===== src/rtl/nn_pkg.sv =====
// Shared Q8.8 types, dimensions, sequencer state encoding and saturating
// arithmetic helpers for the forward/training sequencer.
package nn_pkg;

    typedef logic signed [15:0] q88_t;

    localparam int FRAC_BITS  = 8;
    localparam int KERNEL_DIM = 3;
    localparam int FC_N       = 4;

    typedef enum logic [3:0] {
        S_IDLE,
        S_LOAD,
        S_FWD_GO,
        S_FWD_WAIT,
        S_EVAL,
        S_TRN_GO,
        S_TRN_WAIT,
        S_COMMIT,
        S_FIN
    } seq_state_t;

    // Difference is formed in 17 bits so the overflow is visible before clamping.
    function automatic q88_t sat_sub16(input q88_t a, input q88_t b);
        logic signed [16:0] diff;
        diff = $signed({a[15], a}) - $signed({b[15], b});
        if (diff > 17'sd32767)
            return 16'sh7fff;
        else if (diff < -17'sd32768)
            return 16'sh8000;
        else
            return diff[15:0];
    endfunction

    function automatic q88_t sat_abs16(input q88_t a);
        if (a == 16'sh8000)
            return 16'sh7fff;
        else if (a < 16'sd0)
            return -a;
        else
            return a;
    endfunction

endpackage


===== src/rtl/weight_bank.sv =====
// Active weight bank (3x3 kernel, FC weights, FC bias) written only on an
// initial load or a trained-weight commit.
module weight_bank
    import nn_pkg::*;
(
    input  logic                                        clk,
    input  logic                                        rst,
    input  logic                                        load_init,
    input  logic                                        load_trained,
    input  logic [KERNEL_DIM-1:0][KERNEL_DIM-1:0][15:0] kernel_init,
    input  logic [FC_N-1:0][15:0]                       fc_weights_init,
    input  logic [15:0]                                 fc_bias_init,
    input  logic [KERNEL_DIM-1:0][KERNEL_DIM-1:0][15:0] kernel_trained,
    input  logic [FC_N-1:0][15:0]                       fc_weights_trained,
    input  logic [15:0]                                 fc_bias_trained,
    output logic [KERNEL_DIM-1:0][KERNEL_DIM-1:0][15:0] kernel_active,
    output logic [FC_N-1:0][15:0]                       fc_weights_active,
    output logic [15:0]                                 fc_bias_active
);

    always_ff @(posedge clk) begin
        if (rst) begin
            kernel_active     <= '0;
            fc_weights_active <= '0;
            fc_bias_active    <= '0;
        end else if (load_init) begin
            kernel_active     <= kernel_init;
            fc_weights_active <= fc_weights_init;
            fc_bias_active    <= fc_bias_init;
        end else if (load_trained) begin
            kernel_active     <= kernel_trained;
            fc_weights_active <= fc_weights_trained;
            fc_bias_active    <= fc_bias_trained;
        end
    end

endmodule


===== src/rtl/training_sequencer.sv =====
// Epoch sequencer driving the forward and training pipeline handshakes.
// Optional watchdog on the wait states is enabled with SEQ_TIMEOUT_EN.
module training_sequencer
    import nn_pkg::*;
#(
    parameter int                 EPOCH_W        = 8,
    parameter logic signed [15:0] ERR_TOL        = 16'sd8,
    parameter int                 TIMEOUT_CYCLES = 1024
) (
    input  logic                                        clk,
    input  logic                                        rst,
    input  logic                                        start,
    input  logic [EPOCH_W-1:0]                          num_epochs,
    input  logic [KERNEL_DIM-1:0][KERNEL_DIM-1:0][15:0] kernel_init,
    input  logic [FC_N-1:0][15:0]                       fc_weights_init,
    input  logic [15:0]                                 fc_bias_init,
    input  logic [15:0]                                 label,
    output logic [KERNEL_DIM-1:0][KERNEL_DIM-1:0][15:0] kernel_active,
    output logic [FC_N-1:0][15:0]                       fc_weights_active,
    output logic [15:0]                                 fc_bias_active,
    output logic                                        fwd_start,
    input  logic                                        fwd_done,
    input  logic [15:0]                                 fwd_output,
    output logic                                        trn_start,
    input  logic                                        trn_done,
    input  logic [KERNEL_DIM-1:0][KERNEL_DIM-1:0][15:0] kernel_trained,
    input  logic [FC_N-1:0][15:0]                       fc_weights_trained,
    input  logic [15:0]                                 fc_bias_trained,
    output logic                                        busy,
    output logic                                        done,
    output logic [EPOCH_W-1:0]                          epoch_count,
`ifdef SEQ_TIMEOUT_EN
    output logic                                        timeout,
`endif
    output logic [15:0]                                 last_output,
    output logic [15:0]                                 last_error,
    output logic                                        converged
);

    seq_state_t         state;
    seq_state_t         next_state;
    logic [EPOCH_W-1:0] num_epochs_q;
    logic [15:0]        label_q;
    logic               load_init;
    logic               load_trained;
    logic               tol_hit;
    logic               epochs_reached;
    logic               timer_hit;

    weight_bank u_bank (
        .clk                (clk),
        .rst                (rst),
        .load_init          (load_init),
        .load_trained       (load_trained),
        .kernel_init        (kernel_init),
        .fc_weights_init    (fc_weights_init),
        .fc_bias_init       (fc_bias_init),
        .kernel_trained     (kernel_trained),
        .fc_weights_trained (fc_weights_trained),
        .fc_bias_trained    (fc_bias_trained),
        .kernel_active      (kernel_active),
        .fc_weights_active  (fc_weights_active),
        .fc_bias_active     (fc_bias_active)
    );

    always_comb begin
        tol_hit        = (ERR_TOL != 16'sd0) && (sat_abs16(last_error) <= ERR_TOL);
        epochs_reached = (epoch_count == num_epochs_q);
    end

`ifdef SEQ_TIMEOUT_EN
    localparam int TIMER_W = $clog2(TIMEOUT_CYCLES + 1);
    logic [TIMER_W-1:0] timer;

    // Leaving a wait state always passes through a non-wait state, so the
    // timer restarts from zero on every entry.
    always_ff @(posedge clk) begin
        if (rst || !(state == S_FWD_WAIT || state == S_TRN_WAIT))
            timer <= '0;
        else
            timer <= timer + TIMER_W'(1);
    end

    assign timer_hit = (timer == TIMER_W'(TIMEOUT_CYCLES));

    always_ff @(posedge clk) begin
        if (rst || state == S_LOAD)
            timeout <= 1'b0;
        else if ((state == S_FWD_WAIT && !fwd_done && timer_hit) ||
                 (state == S_TRN_WAIT && !trn_done && timer_hit))
            timeout <= 1'b1;
    end
`else
    assign timer_hit = 1'b0;
`endif

    always_ff @(posedge clk) begin
        if (rst)
            state <= S_IDLE;
        else
            state <= next_state;
    end

    // The pass after the last commit is the final one, so one forward pass
    // runs for every epoch plus one.
    always_comb begin
        next_state = state;
        case (state)
            S_IDLE:     if (start) next_state = S_LOAD;
            S_LOAD:     next_state = S_FWD_GO;
            S_FWD_GO:   next_state = S_FWD_WAIT;
            S_FWD_WAIT: begin
                if (fwd_done)       next_state = S_EVAL;
                else if (timer_hit) next_state = S_FIN;
            end
            S_EVAL: begin
                if (epochs_reached || tol_hit) next_state = S_FIN;
                else                           next_state = S_TRN_GO;
            end
            S_TRN_GO:   next_state = S_TRN_WAIT;
            S_TRN_WAIT: begin
                if (trn_done)       next_state = S_COMMIT;
                else if (timer_hit) next_state = S_FIN;
            end
            S_COMMIT:   next_state = S_FWD_GO;
            S_FIN:      next_state = S_IDLE;
            default:    next_state = S_IDLE;
        endcase
    end

    always_comb begin
        fwd_start    = (state == S_FWD_GO);
        trn_start    = (state == S_TRN_GO);
        done         = (state == S_FIN);
        busy         = (state != S_IDLE);
        load_init    = (state == S_LOAD);
        load_trained = (state == S_COMMIT);
    end

    always_ff @(posedge clk) begin
        if (rst) begin
            num_epochs_q <= '0;
            label_q      <= '0;
            epoch_count  <= '0;
            converged    <= 1'b0;
            last_output  <= '0;
            last_error   <= '0;
        end else begin
            case (state)
                S_LOAD: begin
                    num_epochs_q <= num_epochs;
                    label_q      <= label;
                    epoch_count  <= '0;
                    converged    <= 1'b0;
                end
                S_FWD_WAIT: begin
                    if (fwd_done) begin
                        last_output <= fwd_output;
                        last_error  <= sat_sub16(label_q, fwd_output);
                    end
                end
                S_EVAL:   if (!epochs_reached && tol_hit) converged <= 1'b1;
                S_COMMIT: epoch_count <= epoch_count + EPOCH_W'(1);
                default: ;
            endcase
        end
    end

endmodule

===== config.mk =====
export PLATFORM = sky130hd
export DESIGN_NAME = training_sequencer
export DESIGN_NICKNAME = d
export VERILOG_FILES = /design/src/rtl/nn_pkg.sv /design/src/rtl/weight_bank.sv /design/src/rtl/training_sequencer.sv
export SDC_FILE = /design/constraint.sdc
export NUM_CORES = 1
export LEC_CHECK = 0
export ABC_AREA = 1
export CAP_MARGIN = 10
export CORE_AREA = 2 2 300 302
export CTS_BUF_LIST = sky130_fd_sc_hd__clkbuf_16
export CTS_CLUSTER_SIZE = 25
export DETAILED_ROUTE_END_ITERATION = 12
export DIE_AREA = 0 0 302 304
export MAX_ROUTING_LAYER = met4
export PLACE_DENSITY_LB_ADDON = 0.15
export REMOVE_ABC_BUFFERS = 1
export SYNTH_ARGS = -nofsm -noshare
export SYNTH_HDL_FRONTEND = slang
export SYNTH_SLANG_ARGS = --single-unit

===== constraint.sdc =====
create_clock -name clk -period 2.7 [get_ports clk]
set_input_delay 0.81 -clock clk [delete_from_list [all_inputs] [get_ports clk]]
set_output_delay 0.81 -clock clk [all_outputs]
set_load 0.02 [all_outputs]

== Word-level counts from Yosys, hierarchy flattened ==
Index checks and enable logic that the tools add are counted.
Operators by class
  add/subtract/negate cells: 3
  reduce and logical (&&, ||, !) cells: 11
  $lt $le $gt $ge: 4
  equal/unequal tests: 14
  mux-type cells: 18
Operators by type and width (count)
  144-bit two-way mux: 2
  64-bit two-way mux: 2
  16-bit two-way mux: 6
  4-bit one-hot mux with 7 select lines: 1
  17-bit by 16-bit > comparator with 1-bit output, second input constant: 1
  17-bit by 16-bit < comparator with 1-bit output, second input constant: 1
  16-bit by 16-bit subtractor with 17-bit output: 1
  16-bit == test, second input constant: 1
  4-bit by 3-bit == test with 1-bit output, second input constant: 4
  16-bit by 5-bit less-or-equal comparator with 1-bit output, second input constant: 1
  16-bit by 1-bit < comparator with 1-bit output, second input constant: 1
  4-bit two-way mux: 4
  16-bit negation: 1
  8-bit one-hot mux with 2 select lines: 1
  8-bit by 1-bit adder with 8-bit output, second input constant: 1
  4-bit by 2-bit == test with 1-bit output, second input constant: 2
  8-bit == test: 1
  2-bit != test, second input constant: 4
  4-bit by 1-bit == test with 1-bit output, second input constant: 1
  4-bit == test, second input constant: 1
  4-bit zero test: 1
  2-bit AND reduction: 2
  2-bit nonzero test: 2
  4-bit nonzero test: 1
  other kinds (7): 7
Word-level totals
  word-level logic and storage cells: 71
  input bits: 493
  register bits: 293

== Logic depth before layout (Yosys ltp) ==
  word-level depth: 7
  depth in mapped cells: 19

== Hierarchy ==
From an unflattened synthesis, not the netlist that was laid out.
Unflattened totals
  cell total of the unflattened synthesis: 2288
  area, all modules: 14818.0 sq um
Modules (own cells, without submodules)
  weight_bank: area an instance 10717.8 sq um, cells each 1693, instances 1
  training_sequencer: area an instance 4100.2 sq um, cells each 595, instances 1

== Least setup slack after synthesis ==
No wires, ideal clock.
  kind: input -> register
  start point: input port fwd_output[0]
  end point: register last_error[12]
  required time: 2.578 ns
  setup slack: 0.117 ns
  library setup time: 0.122 ns
  arrival: 2.461 ns
  stages on the path: 15
  cell sequence: ha_1 -> inv_1 -> fa_1 -> nand2_1 -> a21oi_2 -> nand3_2 -> nand2_2 -> nand3_2 -> nand2_4 -> nand4_4 -> nand2_2 -> nand2_4 -> a31oi_4 -> buf_6 -> a21oi_2
Between the ends
  longest elaborated chain between the ends: 4
  elaborated cells on any way between the ends: 5
  those cells by class: add/sub: 1; order compare: 2; mux: 2
Ends and longest elaborated chain
  start: declaration: RTL line training_sequencer.sv:23  | input logic [15:0] fwd_output,
  16-bit by 16-bit subtractor with 17-bit output *: RTL line nn_pkg.sv:26  | diff = $signed({a[15], a}) - $signed({b[15], b});
  17-bit by 16-bit < comparator with 1-bit output: RTL line nn_pkg.sv:29  | else if (diff < -17'sd32768)
  16-bit two-way mux: RTL line nn_pkg.sv:29
  16-bit two-way mux *: RTL line nn_pkg.sv:27  | if (diff > 17'sd32767)
  end signal: assignment: RTL line training_sequencer.sv:159  | last_error <= sat_sub16(label_q, fwd_output);
  end: declaration: RTL line training_sequencer.sv:36  | output logic [15:0] last_error,
Every way passes the cells marked *; elsewhere a longest branch is shown, timed or not.
A chain may end at the register's enable or synchronous reset.

== Worst setup path in the final report ==
  start point: input port fwd_output[13]
  end point: register last_error[12]
Same word-level chain as after synthesis.

==> results.cfg <==
[sta]
worst_slack_ns = 0.0909
hold_violations = 0
slew_violations = 0
finClkSkew_ns = 0.0148
relSlewSlack_pct = 42.2
post-route-min-period_ns = 2.61
setup_violations = 0
rsz0062_at_grt = no
min_period_over_period_pct = 96.6
fmax_mhz = 383
worstMarginPinSlew_ns = 0.868
holdWs_ns = 0.460

[routing]
vias = 16085
vias_per_cell = 4.03
drcViolationCount = 0
drt_iter0_markers = 820
wl_um = 68300
wl_per_cell_um = 17.1
antenna_left = 0
first_pass_iters = 5

[pwr]
p_seq_share_pct = 32.9
combPwrFrac_pct = 35.8
power_frac_clock_pct = 31.3
p_leak_nw = 9.15
powerDensity_mw_per_mm2 = 638
ir_drop_uv = 307
p_switching_mw = 5.45
p_int_mw = 10.2
fin_total_pwr_mw = 15.6
swShare_pct = 34.9

[worst_setup_path]
crit_type = primary input to flop
critPathLaunchType = primary input
cp_slowest_cell = clkdlybuf4s50_1
crit_fanout = 6
path_cells = clkdlybuf4s50_1 -> inv_1 -> ha_1 -> a21oi_1 -> o31ai_1 -> a21oi_1 -> nand3_4 -> a31oi_4 -> clkbuf_16 -> a21oi_2
critPathMaxStageDelay_ns = 0.45
worstPathArrival_ns = 3.04
cp_common_cell = a21oi_1
cp_data_required_time_ns = 3.13
cp-end-kind = flop

[layout]
drive_gt1_share_pct = 6.65
fillers = 9644
utilization_pct = 27.5
fin_area_mm2 = 0.0245
area_growth_pct = 77.2
final_nets = 3302

[grt]
grt_usage_pct = 14.6
grt-ovfl-total = 0
grt_pass1_wl_um = 100000
grt_pass1_vias = 16276
antenna_found_initial = 5
grt_max_degree = 135

[run_status]
status = completed

[logic_synthesis]
synth_edf_count = 0
synth_area_mm2 = 0.0138
synth_common_cells = 540 x nor2_1, 315 x nand2_1, 293 x dfxtp_1
yosysUniqueCellTypes = 42
ys.flop_type = dfxtp_1
yosysWarnings = 0
syn-instance-count = 2044
synth_most_common_cell = nor2_1
yosysSeqAreaShare_pct = 42.5
ys_top_cells_by_area = dfxtp_1 43%, nor2_1 15%, a21oi_1 10%
synth_top_area_share_pct = 42.5
async_flop_share_pct = 0
ys_seq_elements = 293
post-synth-top-area-cell = dfxtp_1
avgSynthCellArea_um2 = 6.75

[floorplanning]
rows = 110
fp.dieArea_mm2 = 0.0918
pin_count = 762
die_h_um = 304
start_util_pct = 15.5
fp.dieW_um = 302
core_mm2 = 0.0890

[placement]
post-place-ws_ns = -0.558
place_area_mm2 = 0.0231
gp_congestion = 0.829
place_hpwl_um = 51800
port_buffers = 761

[cts]
cts_sinks = 293
clock_latency_ns = 0.56
clk_path_buf_depth = 3
clk_pin_slew_worst_paths_ns = 0.05
cts-root-buf = clkbuf_16
cts_hold_buffers = 0
cts_buffers = 41
htree_num_levels = 2
cts_tree = done

[hold_path]
hold_path_class = flop to flop

[run]
cap_violations = 0
-- cell usage in the layout, fill, tap and decap left out, types with 14 or more instances in the layout --
cell | synthesis | layout
a21oi_1 | 275 | 271
a21oi_2 | 12 | 14
buf_12 | 0 | 15
buf_4 | 0 | 69
clkbuf_16 | 0 | 42
clkdlybuf4s50_1 | 0 | 755
dfxtp_1 | 293 | 292
ha_1 | 18 | 16
inv_1 | 58 | 68
nand2_1 | 315 | 313
nand3_1 | 31 | 31
nor2_1 | 540 | 540
o21ai_0 | 233 | 232
o21ai_1 | 59 | 60
-- per-layer routing --
layer / share of wire [%] / GRT usage (%) / vias up
met5: 0 / - / -
met4: 2.5 / 4.06 / 0
li1: - / - / 8187
met1: 38 / 15.3 / 7358
met2: 52 / 26.6 / 457
met3: 6.8 / 4.06 / 83
-- critical path: cells and delay by family --
| kind | cells | cell delay [ns] |
|---|---|---|
| compound gates | 5 | 1.00 |
| buf+inv | 3 | 0.71 |
| fa+ha+maj | 1 | 0.36 |
| simple gates | 1 | 0.15 |
-- what timing repair did --
action	CTS	global route
buffers inserted	0	1
setup endpoints to repair	5	16
gates resized for setup	5	25
gates cloned	0	1
pin swaps	0	9
-- logic make-up (layout without fill, tap and decap cells) --
| group | Yosys count | count (layout) | share of synthesized area, % |
|---|---|---|---|
| other cells | 0 | 6 | 0 |
| buf+inv | 205 | 975 | 5.97 |
| compound gates | 591 | 591 | 22.2 |
| simple gates | 914 | 914 | 26.2 |
| fa+ha+maj | 19 | 19 | 1.78 |
| xor+xnor | 22 | 22 | 1.40 |
| flops | 293 | 293 | 42.5 |
-- area by class of cell --
type                            count  area (µm²)  share of cell area (%)
Timing Repair Buffer              846        8460                    34.6
Multi-Input combinational cell   1546        7240                    29.6
Sequential cell                   293        5870                    24.0
Tap cell                         1176        1470                    6.02
Clock buffer                       41        1030                    4.19
Inverter                           62         240                   0.982
Clock inverter                     26         144                   0.588
Antenna cell                        6        15.0                  0.0614
-- flip-flops by register name, indices dropped and copies added (netlist names) --
name	count
converged	1
state	4
u_bank.fc_weights_active	64
last_output	16
num_epochs_q	8
u_bank.fc_bias_active	16
u_bank.kernel_active	144
label_q	16
epoch_count	8
last_error	16
-- stage by stage --
| step | TNS [ns] | std cells |
|---|---|---|
| 2_1_floorplan | -3255.36 | 1901 |
| 6_report | 0 | 3996 |
| 4_1_cts | 0 | 3988 |
| 3_3_place_gp | -7.54 | 3921 |
| 3_5_place_dp | -8.38 | 3921 |
| 5_1_grt | 0 | 3995 |
-- path summary, 6_finish.rpt --
path,startpoint,to,slack (ns),cells past startpoint
worst max-delay path,fwd_output[13],last_error[12],0.09,10
worst min-delay path,u_bank.kernel_active[105],u_bank.kernel_active[105],0.46,2
worst max register to register,state[3],u_bank.fc_bias_active[7],0.41,7
worst min register to register,u_bank.kernel_active[105],u_bank.kernel_active[105],0.46,2
-- power by group through the flow --
stage	registers (mW)	logic (mW)	clock network, mW
floorplan	5.73	2.41	0
detailed placement	5.21	5.61	0
CTS	5.13	5.63	5.13
finish	5.13	5.59	4.89
global placement	5.20	5.60	0
global route	5.19	6.12	5.28
No activity file was read; power rests on OpenSTA's default activity.
